$ cat config.mk
export PLATFORM = sky130hd
export DESIGN_NAME = hart_issue_sched_flat
export DESIGN_NICKNAME = d
export VERILOG_FILES = /design/src/rtl/hart_issue_sched_if.sv /design/src/rtl/hart_issue_sched.sv /design/src/flat_wrapper.sv
export SDC_FILE = /design/constraint.sdc
export NUM_CORES = 1
export LEC_CHECK = 0
export CAP_MARGIN = 20
export CELL_PAD_IN_SITES_DETAIL_PLACEMENT = 1
export CELL_PAD_IN_SITES_GLOBAL_PLACEMENT = 2
export CORE_ASPECT_RATIO = 1.5
export CORE_MARGIN = 8
export CORE_UTILIZATION = 26
export CTS_CLUSTER_DIAMETER = 200
export DETAILED_ROUTE_END_ITERATION = 8
export PLACE_DENSITY_LB_ADDON = 0.1
export SYNTH_ARGS = -nofsm -noshare
export SYNTH_HDL_FRONTEND = slang
export SYNTH_SLANG_ARGS = --single-unit
$ cat constraint.sdc
create_clock -name clk -period 3.79 [get_ports clk]
set_input_delay 0.5685 -clock clk [delete_from_list [all_inputs] [get_ports clk]]
set_output_delay 0.5685 -clock clk [all_outputs]
set_load 0.1 [all_outputs]
$ cat src/rtl/hart_issue_sched_if.sv
// Hart issue scheduler interface: the hart_state vectors and IF stall coming in,
// the IF-slot selection, the switch hint and the per-hart issue counters going out.
// The master side is the pipeline (hart_state and IF stage); the slave side is the scheduler.
interface hart_issue_sched_if #(
   parameter int HART_NUM = 4,
   parameter int STAT_W   = 16
);
   logic [HART_NUM-1:0]        acti_hstate;
   logic [HART_NUM-1:0]        prim_hstate;
   logic                       if_stall;
   logic [HART_NUM-1:0]        if_hstate;
   logic                       if_valid;
   logic                       hart_switch;
   logic [HART_NUM*STAT_W-1:0] issue_cnt;

   modport master (
      output acti_hstate, prim_hstate, if_stall,
      input  if_hstate, if_valid, hart_switch, issue_cnt
   );

   modport slave (
      input  acti_hstate, prim_hstate, if_stall,
      output if_hstate, if_valid, hart_switch, issue_cnt
   );
endinterface

$ cat src/rtl/hart_issue_sched.sv
// Fetch-slot scheduler for the multi-hart core. The primary hart receives PRIM_WEIGHT
// consecutive IF slots, then one slot goes to the next active non-primary hart in
// round-robin order. All outputs are registered.
// Optional per-hart issue counters are built when HART_SCHED_STAT_EN is defined;
// otherwise issue_cnt is tied to zero.
// The round-robin index arithmetic wraps naturally, so HART_NUM must be a power of two.
module hart_issue_sched #(
   parameter int HART_NUM    = 4,
   parameter int PRIM_WEIGHT = 3,
   parameter int CNT_W       = 4,
   parameter int STAT_W      = 16
) (
   input logic                clk,
   input logic                rst_n,
   hart_issue_sched_if.slave  sched
);

   localparam int IDX_W = $clog2(HART_NUM);
   localparam logic [CNT_W-1:0] LAST_PRIM = CNT_W'(PRIM_WEIGHT - 1);

   typedef enum logic [1:0] {
      IDLE = 2'd0,
      PRIM = 2'd1,
      RR   = 2'd2
   } state_t;

   state_t              state_q, state_d;
   logic [CNT_W-1:0]    cnt_q, cnt_d;
   logic [HART_NUM-1:0] rr_ptr_q, rr_ptr_d;
   logic [HART_NUM-1:0] hstate_q, hstate_d;
   logic                valid_q, valid_d;
   logic                switch_q, switch_d;

   logic [HART_NUM-1:0] acti;
   logic [HART_NUM-1:0] prim_raw;
   logic [HART_NUM-1:0] prim_sel;
   logic [HART_NUM-1:0] others;
   logic [HART_NUM-1:0] rr_pick;
   logic [IDX_W-1:0]    ptr_idx;
   logic [IDX_W-1:0]    cand_idx;
   logic                prim_found;
   logic                rr_found;
   logic                take_rr;

   assign acti = sched.acti_hstate;

   // Reduce the primary vector to its lowest active bit and derive the non-primary set
   always_comb begin
      prim_raw   = sched.prim_hstate & acti;
      prim_sel   = '0;
      prim_found = 1'b0;
      for (int i = 0; i < HART_NUM; i++) begin
         if (prim_raw[i] && !prim_found) begin
            prim_sel[i] = 1'b1;
            prim_found  = 1'b1;
         end
      end
      others = acti & ~prim_sel;
   end

   // Round-robin pick: first non-primary hart strictly after rr_ptr, falling back to rr_ptr itself
   always_comb begin
      ptr_idx = '0;
      for (int j = 0; j < HART_NUM; j++) begin
         if (rr_ptr_q[j]) ptr_idx = IDX_W'(j);
      end
      rr_pick  = '0;
      rr_found = 1'b0;
      cand_idx = '0;
      for (int k = 1; k <= HART_NUM; k++) begin
         cand_idx = ptr_idx + IDX_W'(k);
         if (others[cand_idx] && !rr_found) begin
            rr_pick[cand_idx] = 1'b1;
            rr_found          = 1'b1;
         end
      end
   end

   // Next-state and next-output logic; a stall freezes everything except the valid drop
   always_comb begin
      state_d  = state_q;
      cnt_d    = cnt_q;
      rr_ptr_d = rr_ptr_q;
      hstate_d = hstate_q;
      valid_d  = valid_q;
      switch_d = 1'b0;
      take_rr  = 1'b0;
      if (sched.if_stall) begin
         valid_d = (state_q != IDLE) && ((hstate_q & ~acti) == '0);
      end else if (acti == '0) begin
         state_d  = IDLE;
         hstate_d = '0;
         valid_d  = 1'b0;
         cnt_d    = '0;
      end else begin
         valid_d = 1'b1;
         case (state_q)
            PRIM: begin
               if ((others != '0) && (cnt_q == LAST_PRIM)) begin
                  take_rr = 1'b1;
               end else if (prim_sel != '0) begin
                  hstate_d = prim_sel;
                  cnt_d    = (others == '0) ? '0 : cnt_q + CNT_W'(1);
               end else begin
                  take_rr = 1'b1;
               end
            end
            default: begin
               if (prim_sel != '0) begin
                  state_d  = PRIM;
                  hstate_d = prim_sel;
                  cnt_d    = '0;
               end else begin
                  take_rr = 1'b1;
               end
            end
         endcase
         if (take_rr) begin
            state_d  = RR;
            hstate_d = rr_pick;
            rr_ptr_d = rr_pick;
            cnt_d    = '0;
         end
         switch_d = (hstate_d != '0) && (hstate_d != hstate_q);
      end
   end

   // Scheduler state and output registers
   always_ff @(posedge clk or negedge rst_n) begin
      if (!rst_n) begin
         state_q  <= IDLE;
         cnt_q    <= '0;
         rr_ptr_q <= HART_NUM'(1);
         hstate_q <= '0;
         valid_q  <= 1'b0;
         switch_q <= 1'b0;
      end else begin
         state_q  <= state_d;
         cnt_q    <= cnt_d;
         rr_ptr_q <= rr_ptr_d;
         hstate_q <= hstate_d;
         valid_q  <= valid_d;
         switch_q <= switch_d;
      end
   end

   assign sched.if_hstate   = hstate_q;
   assign sched.if_valid    = valid_q;
   assign sched.hart_switch = switch_q;

`ifdef HART_SCHED_STAT_EN
   logic [HART_NUM*STAT_W-1:0] stat_q;

   // Per-hart slot counters, bumped whenever the incoming selection is a valid slot for that hart
   always_ff @(posedge clk or negedge rst_n) begin
      if (!rst_n) begin
         stat_q <= '0;
      end else begin
         for (int h = 0; h < HART_NUM; h++) begin
            if (valid_d && hstate_d[h]) begin
               stat_q[h*STAT_W +: STAT_W] <= stat_q[h*STAT_W +: STAT_W] + STAT_W'(1);
            end
         end
      end
   end

   assign sched.issue_cnt = stat_q;
`else
   assign sched.issue_cnt = '0;
`endif

endmodule
$ cat src/flat_wrapper.sv
// flat-port wrapper written by rule: the top's interface ports become plain ports
module hart_issue_sched_flat 
#(
   parameter int HART_NUM    = 4,
   parameter int PRIM_WEIGHT = 3,
   parameter int CNT_W       = 4,
   parameter int STAT_W      = 16
)
  (clk, rst_n, sched_acti_hstate, sched_prim_hstate, sched_if_stall, sched_if_hstate, sched_if_valid, sched_hart_switch, sched_issue_cnt);
  hart_issue_sched_if #(.HART_NUM(HART_NUM), .STAT_W(STAT_W)) sched_i ();
  input logic clk;
  input logic rst_n;
  input wire logic [$bits(sched_i.acti_hstate)-1:0] sched_acti_hstate;
  input wire logic [$bits(sched_i.prim_hstate)-1:0] sched_prim_hstate;
  input wire logic [$bits(sched_i.if_stall)-1:0] sched_if_stall;
  output wire logic [$bits(sched_i.if_hstate)-1:0] sched_if_hstate;
  output wire logic [$bits(sched_i.if_valid)-1:0] sched_if_valid;
  output wire logic [$bits(sched_i.hart_switch)-1:0] sched_hart_switch;
  output wire logic [$bits(sched_i.issue_cnt)-1:0] sched_issue_cnt;
  assign sched_i.acti_hstate = sched_acti_hstate;
  assign sched_i.prim_hstate = sched_prim_hstate;
  assign sched_i.if_stall = sched_if_stall;
  assign sched_if_hstate = sched_i.if_hstate;
  assign sched_if_valid = sched_i.if_valid;
  assign sched_hart_switch = sched_i.hart_switch;
  assign sched_issue_cnt = sched_i.issue_cnt;
  hart_issue_sched #(.HART_NUM(HART_NUM), .PRIM_WEIGHT(PRIM_WEIGHT), .CNT_W(CNT_W), .STAT_W(STAT_W)) u_core (.clk(clk), .rst_n(rst_n), .sched(sched_i));
endmodule
After elaboration in Yosys (flattened, before gate mapping) --
Cells that the tools add are included.
Storage, ports and cells: latch bits 0, bits in read-only memories 0, memories 0, bits in registers 16, output and inout bits 70, bits in writable memories 0, input bits 11, logic and storage cells 124
Operators by class: reductions and logical operators 32, bitwise operators 10, $mul 0, divide/modulo/power cells 0, shift-type cells 0, multiplexer cells 59, order comparisons 8, add/subtract/negate cells 4, eq/ne operators 5
Operators with widths (number):
- 2-to-1 mux 4 bit | 18
- 2-to-1 mux 1 bit | 27
- nonzero test 4 bit | 5
- logical AND 1 bit | 13
- AND 4 bit | 3
- zero test 4 bit | 3
- < comparator 2 x 3 -> 1 bit (second input constant) | 4
- 2-to-1 mux 2 bit | 6
- bitwise OR 4 bit | 3
- binary-select mux 1 bit (select 2 bit) | 4
- demux 1 bit (select 2 bit) | 4
- greater-or-equal comparator 2 x 1 -> 1 bit (second input constant) | 4
- NOT 4 bit | 2
- zero test 1 bit | 6
- AND reduction 3 bit | 2
- adder 2 bit (second input constant) | 2
- adder 4 x 1 -> 4 bit (second input constant) | 1
- == test 4 x 2 -> 1 bit (second input constant) | 1
- != test 4 x 3 -> 1 bit (second input constant) | 1
- != test 4 bit | 1
- AND reduction 4 bit | 1
- != test 3 x 1 -> 1 bit (second input constant) | 1
- nonzero test 3 bit | 1
- adder 2 x 1 -> 2 bit (second input constant) | 1
- 3 further kinds | 4

Depth between registers and ports, before layout --
depth in word-level cells 32, gate-level depth with buffers 10, mapped depth without buffers 10

Least setup slack after synthesis --
Ideal clock, no wire load.
kind input -> register, from in sched_prim_hstate[0], to reg u_core.switch_q, in the netlist u_core.sched.hart_switch, data required time 3.649 ns, arrival time 2.842 ns, library setup time 0.141 ns, slack 0.808 ns, stages on the path 9, path buffers 1, cells stage by stage buf_6 -> a222oi_1 -> a21bo_4 -> mux2i_1 -> o22ai_2 -> a221o_1 -> o31a_1 -> o41ai_2 -> a41oi_1
On the way: word-level cells in the longest chain between the ends 32, elaborated cells between the ends (all ways) 58, those cells by class eq/ne (1); mux (34); bitwise (6); reduce/logical (17)
Ends and longest elaborated chain:
- from (decl) | line flat_wrapper.sv:14 | input wire logic [$bits(sched_i.prim_hstate)-1:0] sched_prim_hstate;
- AND 4 bit * | line hart_issue_sched.sv:49 | prim_raw = sched.prim_hstate & acti;
- 2-to-1 mux 1 bit * | line hart_issue_sched.sv:53 | if (prim_raw[i] && !prim_found) begin
- zero test 1 bit | line hart_issue_sched.sv:53
- logical AND 1 bit | line hart_issue_sched.sv:53
- 2-to-1 mux 1 bit | line hart_issue_sched.sv:53
- zero test 1 bit | line hart_issue_sched.sv:53
- logical AND 1 bit | line hart_issue_sched.sv:53
- 2-to-1 mux 1 bit | line hart_issue_sched.sv:53
- (+17 left out)
- 2-to-1 mux 4 bit * | line hart_issue_sched.sv:118 | if (take_rr) begin
- 2-to-1 mux 4 bit * | line hart_issue_sched.sv:90 | end else if (acti == '0) begin
- 2-to-1 mux 4 bit * | line hart_issue_sched.sv:88 | if (sched.if_stall) begin
- != test 4 bit or nonzero test 4 bit (tied branches) | line hart_issue_sched.sv:124 | switch_d = (hstate_d != '0) && (hstate_d != hstate_q);
- logical AND 1 bit * | line hart_issue_sched.sv:124
- 2-to-1 mux 1 bit * | line hart_issue_sched.sv:90
- 2-to-1 mux 1 bit * | line hart_issue_sched.sv:88
- net u_core.switch_d | line hart_issue_sched.sv:32 | logic switch_q, switch_d;
- to (signal assigned) | line hart_issue_sched.sv:143 | switch_q <= switch_d;
- to (decl) | line hart_issue_sched.sv:32
The timed path passes the listed nets; every way through them passes the cells marked *. The select of a mux whose other input is x is not followed. A chain may end at the register's enable or synchronous reset.

Final worst setup path --
from in sched_prim_hstate[1], to reg u_core.switch_q, in the netlist u_core.sched.hart_switch
On the way: word-level cells in the longest chain between the ends 30, elaborated cells between the ends (all ways) 56, those cells by class eq/ne (1); mux (33); bitwise (6); reduce/logical (16)
Ends and longest elaborated chain (line):
- AND 4 bit * | hart_issue_sched.sv:49
- logical AND 1 bit * | hart_issue_sched.sv:53
- 2-to-1 mux 1 bit | hart_issue_sched.sv:53
- zero test 1 bit | hart_issue_sched.sv:53
- logical AND 1 bit | hart_issue_sched.sv:53
- 2-to-1 mux 1 bit | hart_issue_sched.sv:53
- zero test 1 bit | hart_issue_sched.sv:53
- logical AND 1 bit | hart_issue_sched.sv:53
- (+15 left out)
- 2-to-1 mux 4 bit * | hart_issue_sched.sv:118
- 2-to-1 mux 4 bit * | hart_issue_sched.sv:90
- 2-to-1 mux 4 bit * | hart_issue_sched.sv:88
- != test 4 bit or nonzero test 4 bit (tied branches) | hart_issue_sched.sv:124
- logical AND 1 bit * | hart_issue_sched.sv:124
- 2-to-1 mux 1 bit * | hart_issue_sched.sv:90
- 2-to-1 mux 1 bit * | hart_issue_sched.sv:88
- net u_core.switch_d | hart_issue_sched.sv:32
Marked as above.

==> impl_table.tex <==
\begin{tabular}{lr}
\hline
Metric & Value \\
\hline
\multicolumn{2}{l}{\textbf{Outcome}} \\
\quad Result of the run & completed \\
\multicolumn{2}{l}{\textbf{Global routing}} \\
\quad Global-route wire length before repair & 8.52 mm \\
\quad Maximum number of pins on one net before global-route repair & 16 \\
\quad Global-route usage over all layers & 10.3\% \\
\quad Residual overflow from global routing & 0 \\
\quad Initial antenna violation count & 0 \\
\quad Via count of the first global-routing pass & 1605 \\
\multicolumn{2}{l}{\textbf{Critical path}} \\
\quad Total number of cells along the worst setup path & 9 \\
\quad Capture point of the critical path & u\_core.sched.hart\_switch \\
\quad Standard cell with the maximum stage delay on the critical path & sky130\_fd\_sc\_hd\_\_clkdlybuf4s50\_1 \\
\quad Buf+Inv Stages, Crit Path & 1 \\
\quad Worst setup path category & input pin to register \\
\quad Peak fanout along the critical path & 8 \\
\quad Data arrival, critical path & 3.38 ns \\
\quad Worst flop-to-flop path startpoint & u\_core.rr\_ptr\_q[2] \\
\quad Cell count of the worst reg-to-reg path & 9 \\
\quad Largest delay contributor family on the critical path & compound AO/OA/AOI/OAI gates \\
\quad Kind of end point of the critical path & register \\
\quad Reg-to-Reg End & u\_core.sched.hart\_switch \\
\quad Worst-path cell chain & clkdlybuf4s50\_1, a222oi\_1, a21bo\_4, mux2i\_1, o22ai\_2, a221o\_1, o31a\_1, o41ai\_2, a41oi\_1 \\
\quad Required time of the critical path & 3.91 ns \\
\quad Crit start category & input pin \\
\quad Slowest cell delay on critical path & 0.55 ns \\
\quad Critical path launch point & sched\_prim\_hstate[1] \\
\quad Reg-to-reg setup timing slack & 0.87 ns \\
\multicolumn{2}{l}{\textbf{Placed design}} \\
\quad GPL Wtd Cong & 0.771 \\
\quad Number of port buffers & 16 \\
\quad Dpl hpwl & 4.74 mm \\
\quad Post-place setup slack & 0.251 ns \\
\multicolumn{2}{l}{\textbf{Floorplan}} \\
\quad Initial Util & 26.7\% \\
\quad I/O pin count & 81 \\
\quad Die X & 86.3 microns \\
\quad Row Count & 38 \\
\quad Die footprint & 10500 sq um \\
\quad Core region area & 7230 sq um \\
\quad Vertical extent of the die & 121 microns \\
\multicolumn{2}{l}{\textbf{Yosys}} \\
\quad Sequential-to-total area share from yosys stat & 19.5\% \\
\quad Average cell area after synthesis & 8.68 sq um \\
\quad \#FFs+latches synth & 15 \\
\quad Most instantiated flip-flop cell in the synthesis netlist & sky130\_fd\_sc\_hd\_\_dfrtp\_1 \\
\quad Total number of yosys warnings & 0 \\
\quad Post-synth design cell area & 1930 sq um \\
\quad Cells after synthesis & 222 \\
\quad Asr flop ratio synth & 100\% \\
\quad Cell variety after synth & 58 \\
\quad Post-synth EDFFs & 0 \\
\multicolumn{2}{l}{\textbf{Cells and area}} \\
\quad Area of the multi-input gates & 1250 sq um \\
\quad Layout net count & 266 \\
\quad Commonest cells after routing, fill and taps aside & sky130\_fd\_sc\_hd\_\_conb\_1, sky130\_fd\_sc\_hd\_\_clkdlybuf4s50\_1, sky130\_fd\_sc\_hd\_\_dfrtp\_1, sky130\_fd\_sc\_hd\_\_nand2\_1, sky130\_fd\_sc\_hd\_\_ha\_1 \\
\quad Filler Cell Count & 911 \\
\quad Ratio of cells with drive above 1 in the final layout & 13.5\% \\
\quad Area growth from synthesis to final layout & 6.10\% \\
\quad Area occupied by registers & 375 sq um \\
\quad Most common cell after layout, fill and taps aside & sky130\_fd\_sc\_hd\_\_conb\_1 \\
\quad Diode count & 0 \\
\multicolumn{2}{l}{\textbf{Clock network}} \\
\quad Number of gates resized after cts & 0 \\
\quad Sink count of the clock tree & 15 \\
\quad Buffer count from post-CTS setup fixing & 0 \\
\quad CTS Hold Buffers Added & 0 \\
\quad Clock tree buffer depth & 2 \\
\quad Clock tree from TritonCTS & built \\
\quad CTS buffer count & 3 \\
\quad Clock network latency to the later pin of the worst-skew pair & 0.25 ns \\
\quad Clock root buffer master & sky130\_fd\_sc\_hd\_\_clkbuf\_8 \\
\quad CTS clock-pin slew for the worst setup and hold paths & 0.07 ns \\
\quad H-Tree Depth & 1 \\
\multicolumn{2}{l}{\textbf{Pwr}} \\
\quad Leakage & 0.912 nW \\
\quad Power per cell area & 705 nW/um\^{}2 \\
\quad IR drop worst, VDD & 0.233 mV \\
\multicolumn{2}{l}{\textbf{Min path}} \\
\quad Hold Crit Class & register to register \\
\multicolumn{2}{l}{\textbf{Route}} \\
\quad Post-route DRC & 0 \\
\quad Routed WL per cell & 15.8 microns \\
\quad Top layer in use & met4 \\
\quad Via count normalized by instance count & 4.24 \\
\quad Met2 wire length & 3.20 mm \\
\quad Amount of wire on met3 after detailed routing & 173 microns \\
\quad Detailed-routing iteration count for the pre-antenna-repair pass & 4 \\
\quad Number of antenna-violating nets in the routed design & 0 \\
\quad Total wire length & 5.44 mm \\
\quad Initial detailed-routing violation count & 27 \\
\quad Via count & 1460 \\
\quad Met1 wire length & 2.03 mm \\
\multicolumn{2}{l}{\textbf{Timing}} \\
\quad Slew at the pin closest to its max-slew limit & 0.991 ns \\
\quad Achievable clock frequency & 307 MHz \\
\quad Final WS setup & 0.529 ns \\
\quad Final hold viol count & 0 \\
\quad Final worst clock skew & 0.00563 ns \\
\quad Max Transition Viols Final & 0 \\
\quad Slew headroom & 33.7\% \\
\quad Final count of negative-setup-slack endpoints & 0 \\
\quad Period utilization & 86.0\% \\
\quad Unrepaired setup endpoints after global routing & no \\
\quad Crit path time final & 3.26 ns \\
\quad Final-layout setup total negative slack & 0 ns \\
\multicolumn{2}{l}{\textbf{Run}} \\
\quad MaxCap Viol Count & 0 \\
\hline
\end{tabular}
cells by family (layout without fill, tap and decap cells):
kind of cell,Yosys count,in the layout,share of synthesized area [%]
AND/OR/NAND/NOR,51,51,14.0
flip-flops,15,15,19.5
AO/OA/AOI/OAI,59,59,27.4
other,1,64,0.195
XOR/XNOR,4,4,1.82
buffers and inverters,77,36,28.1
multiplexers,5,5,2.60
adder cells (fa/ha/maj),10,10,6.49
worst min path at each step:
stage	slack, ns	cells after the start	from	endpoint
after floorplan	0.27	0	rst_n	u_core.cnt_q[0]
after global placement	0.47	1	u_core.cnt_q[3]	u_core.cnt_q[3]
after detailed placement	0.47	1	u_core.cnt_q[3]	u_core.cnt_q[3]
after CTS	0.49	1	u_core.cnt_q[3]	u_core.cnt_q[3]
after global routing	0.52	1	u_core.cnt_q[3]	u_core.cnt_q[3]
final	0.48	1	u_core.cnt_q[3]	u_core.cnt_q[3]
registers in the layout (all words and copies together) (netlist names):
signal,cells
u_core.rr_ptr_q,3
u_core.state_q,2
u_core.sched.if_valid,1
u_core.sched.if_hstate,4
u_core.cnt_q,4
u_core.sched.hart_switch,1
synth_stat cells, types with 2 or more instances:
cell type | number | area [sq um]
sky130_fd_sc_hd__buf_4 | 64 | 480
sky130_fd_sc_hd__dfrtp_1 | 15 | 375
sky130_fd_sc_hd__ha_1 | 10 | 125
sky130_fd_sc_hd__nand2_1 | 10 | 37.5
sky130_fd_sc_hd__nand3_1 | 9 | 45.0
sky130_fd_sc_hd__nor2_1 | 9 | 33.8
sky130_fd_sc_hd__inv_1 | 7 | 26.3
sky130_fd_sc_hd__a21oi_1 | 5 | 25.0
sky130_fd_sc_hd__a31oi_1 | 5 | 31.3
sky130_fd_sc_hd__mux2i_1 | 5 | 50.1
sky130_fd_sc_hd__nor2b_1 | 5 | 31.3
sky130_fd_sc_hd__o21ai_0 | 5 | 25.0
sky130_fd_sc_hd__a221o_1 | 4 | 40.0
sky130_fd_sc_hd__nand2b_1 | 4 | 25.0
sky130_fd_sc_hd__xnor2_1 | 4 | 35.0
sky130_fd_sc_hd__a211oi_1 | 3 | 22.5
sky130_fd_sc_hd__a21o_1 | 3 | 22.5
sky130_fd_sc_hd__a22o_1 | 3 | 26.3
sky130_fd_sc_hd__a31oi_2 | 3 | 37.5
sky130_fd_sc_hd__a32oi_1 | 3 | 26.3
sky130_fd_sc_hd__buf_2 | 3 | 15.0
sky130_fd_sc_hd__a21bo_2 | 2 | 20.0
sky130_fd_sc_hd__a22o_2 | 2 | 20.0
sky130_fd_sc_hd__nor4_1 | 2 | 12.5
sky130_fd_sc_hd__o31ai_1 | 2 | 15.0
sky130_fd_sc_hd__or2_2 | 2 | 12.5
sky130_fd_sc_hd__or2b_1 | 2 | 15.0
per-stage QoR:
stage / std cells / hold slack, ns / utilization [%] / cell area (sq um) / power [mW]
2_1_floorplan: 285 / 0.273 / - / 2160 / 1.15
3_3_place_gp: 340 / 0.470 / 27.6 / 2000 / 1.33
3_5_place_dp: 340 / 0.473 / 27.6 / 2000 / 1.32
4_1_cts: 344 / 0.488 / 28.3 / 2040 / 1.46
5_1_grt: 344 / 0.519 / 28.3 / 2040 / 1.52
6_report: 344 / 0.483 / 28.3 / 2040 / 1.44
report_power, final:
part	internal [mW]	total, mW	switching, mW
clock	0.0728	0.131	0.0579
sequential	0.200	0.263	0.0627
combinational	0.279	1.05	0.768
total	0.553	1.44	0.889
metal layers:
layer | track usage [%] | vias to the layer above
met5 | 0 | -
met4 | 2.38 | 0
met2 | 21.6 | 37
li1 | - | 707
met1 | 9.93 | 712
met3 | 1.29 | 4
cell type report:
class / instances / area share, %
Multi-Input combinational cell: 193 / 61.0
Sequential cell: 15 / 18.4
Timing Repair Buffer: 24 / 10.8
Tap cell: 100 / 6.12
Clock buffer: 3 / 2.02
Inverter: 8 / 1.47
Clock inverter: 1 / 0.245
No activity file was read; power rests on OpenSTA's default activity.
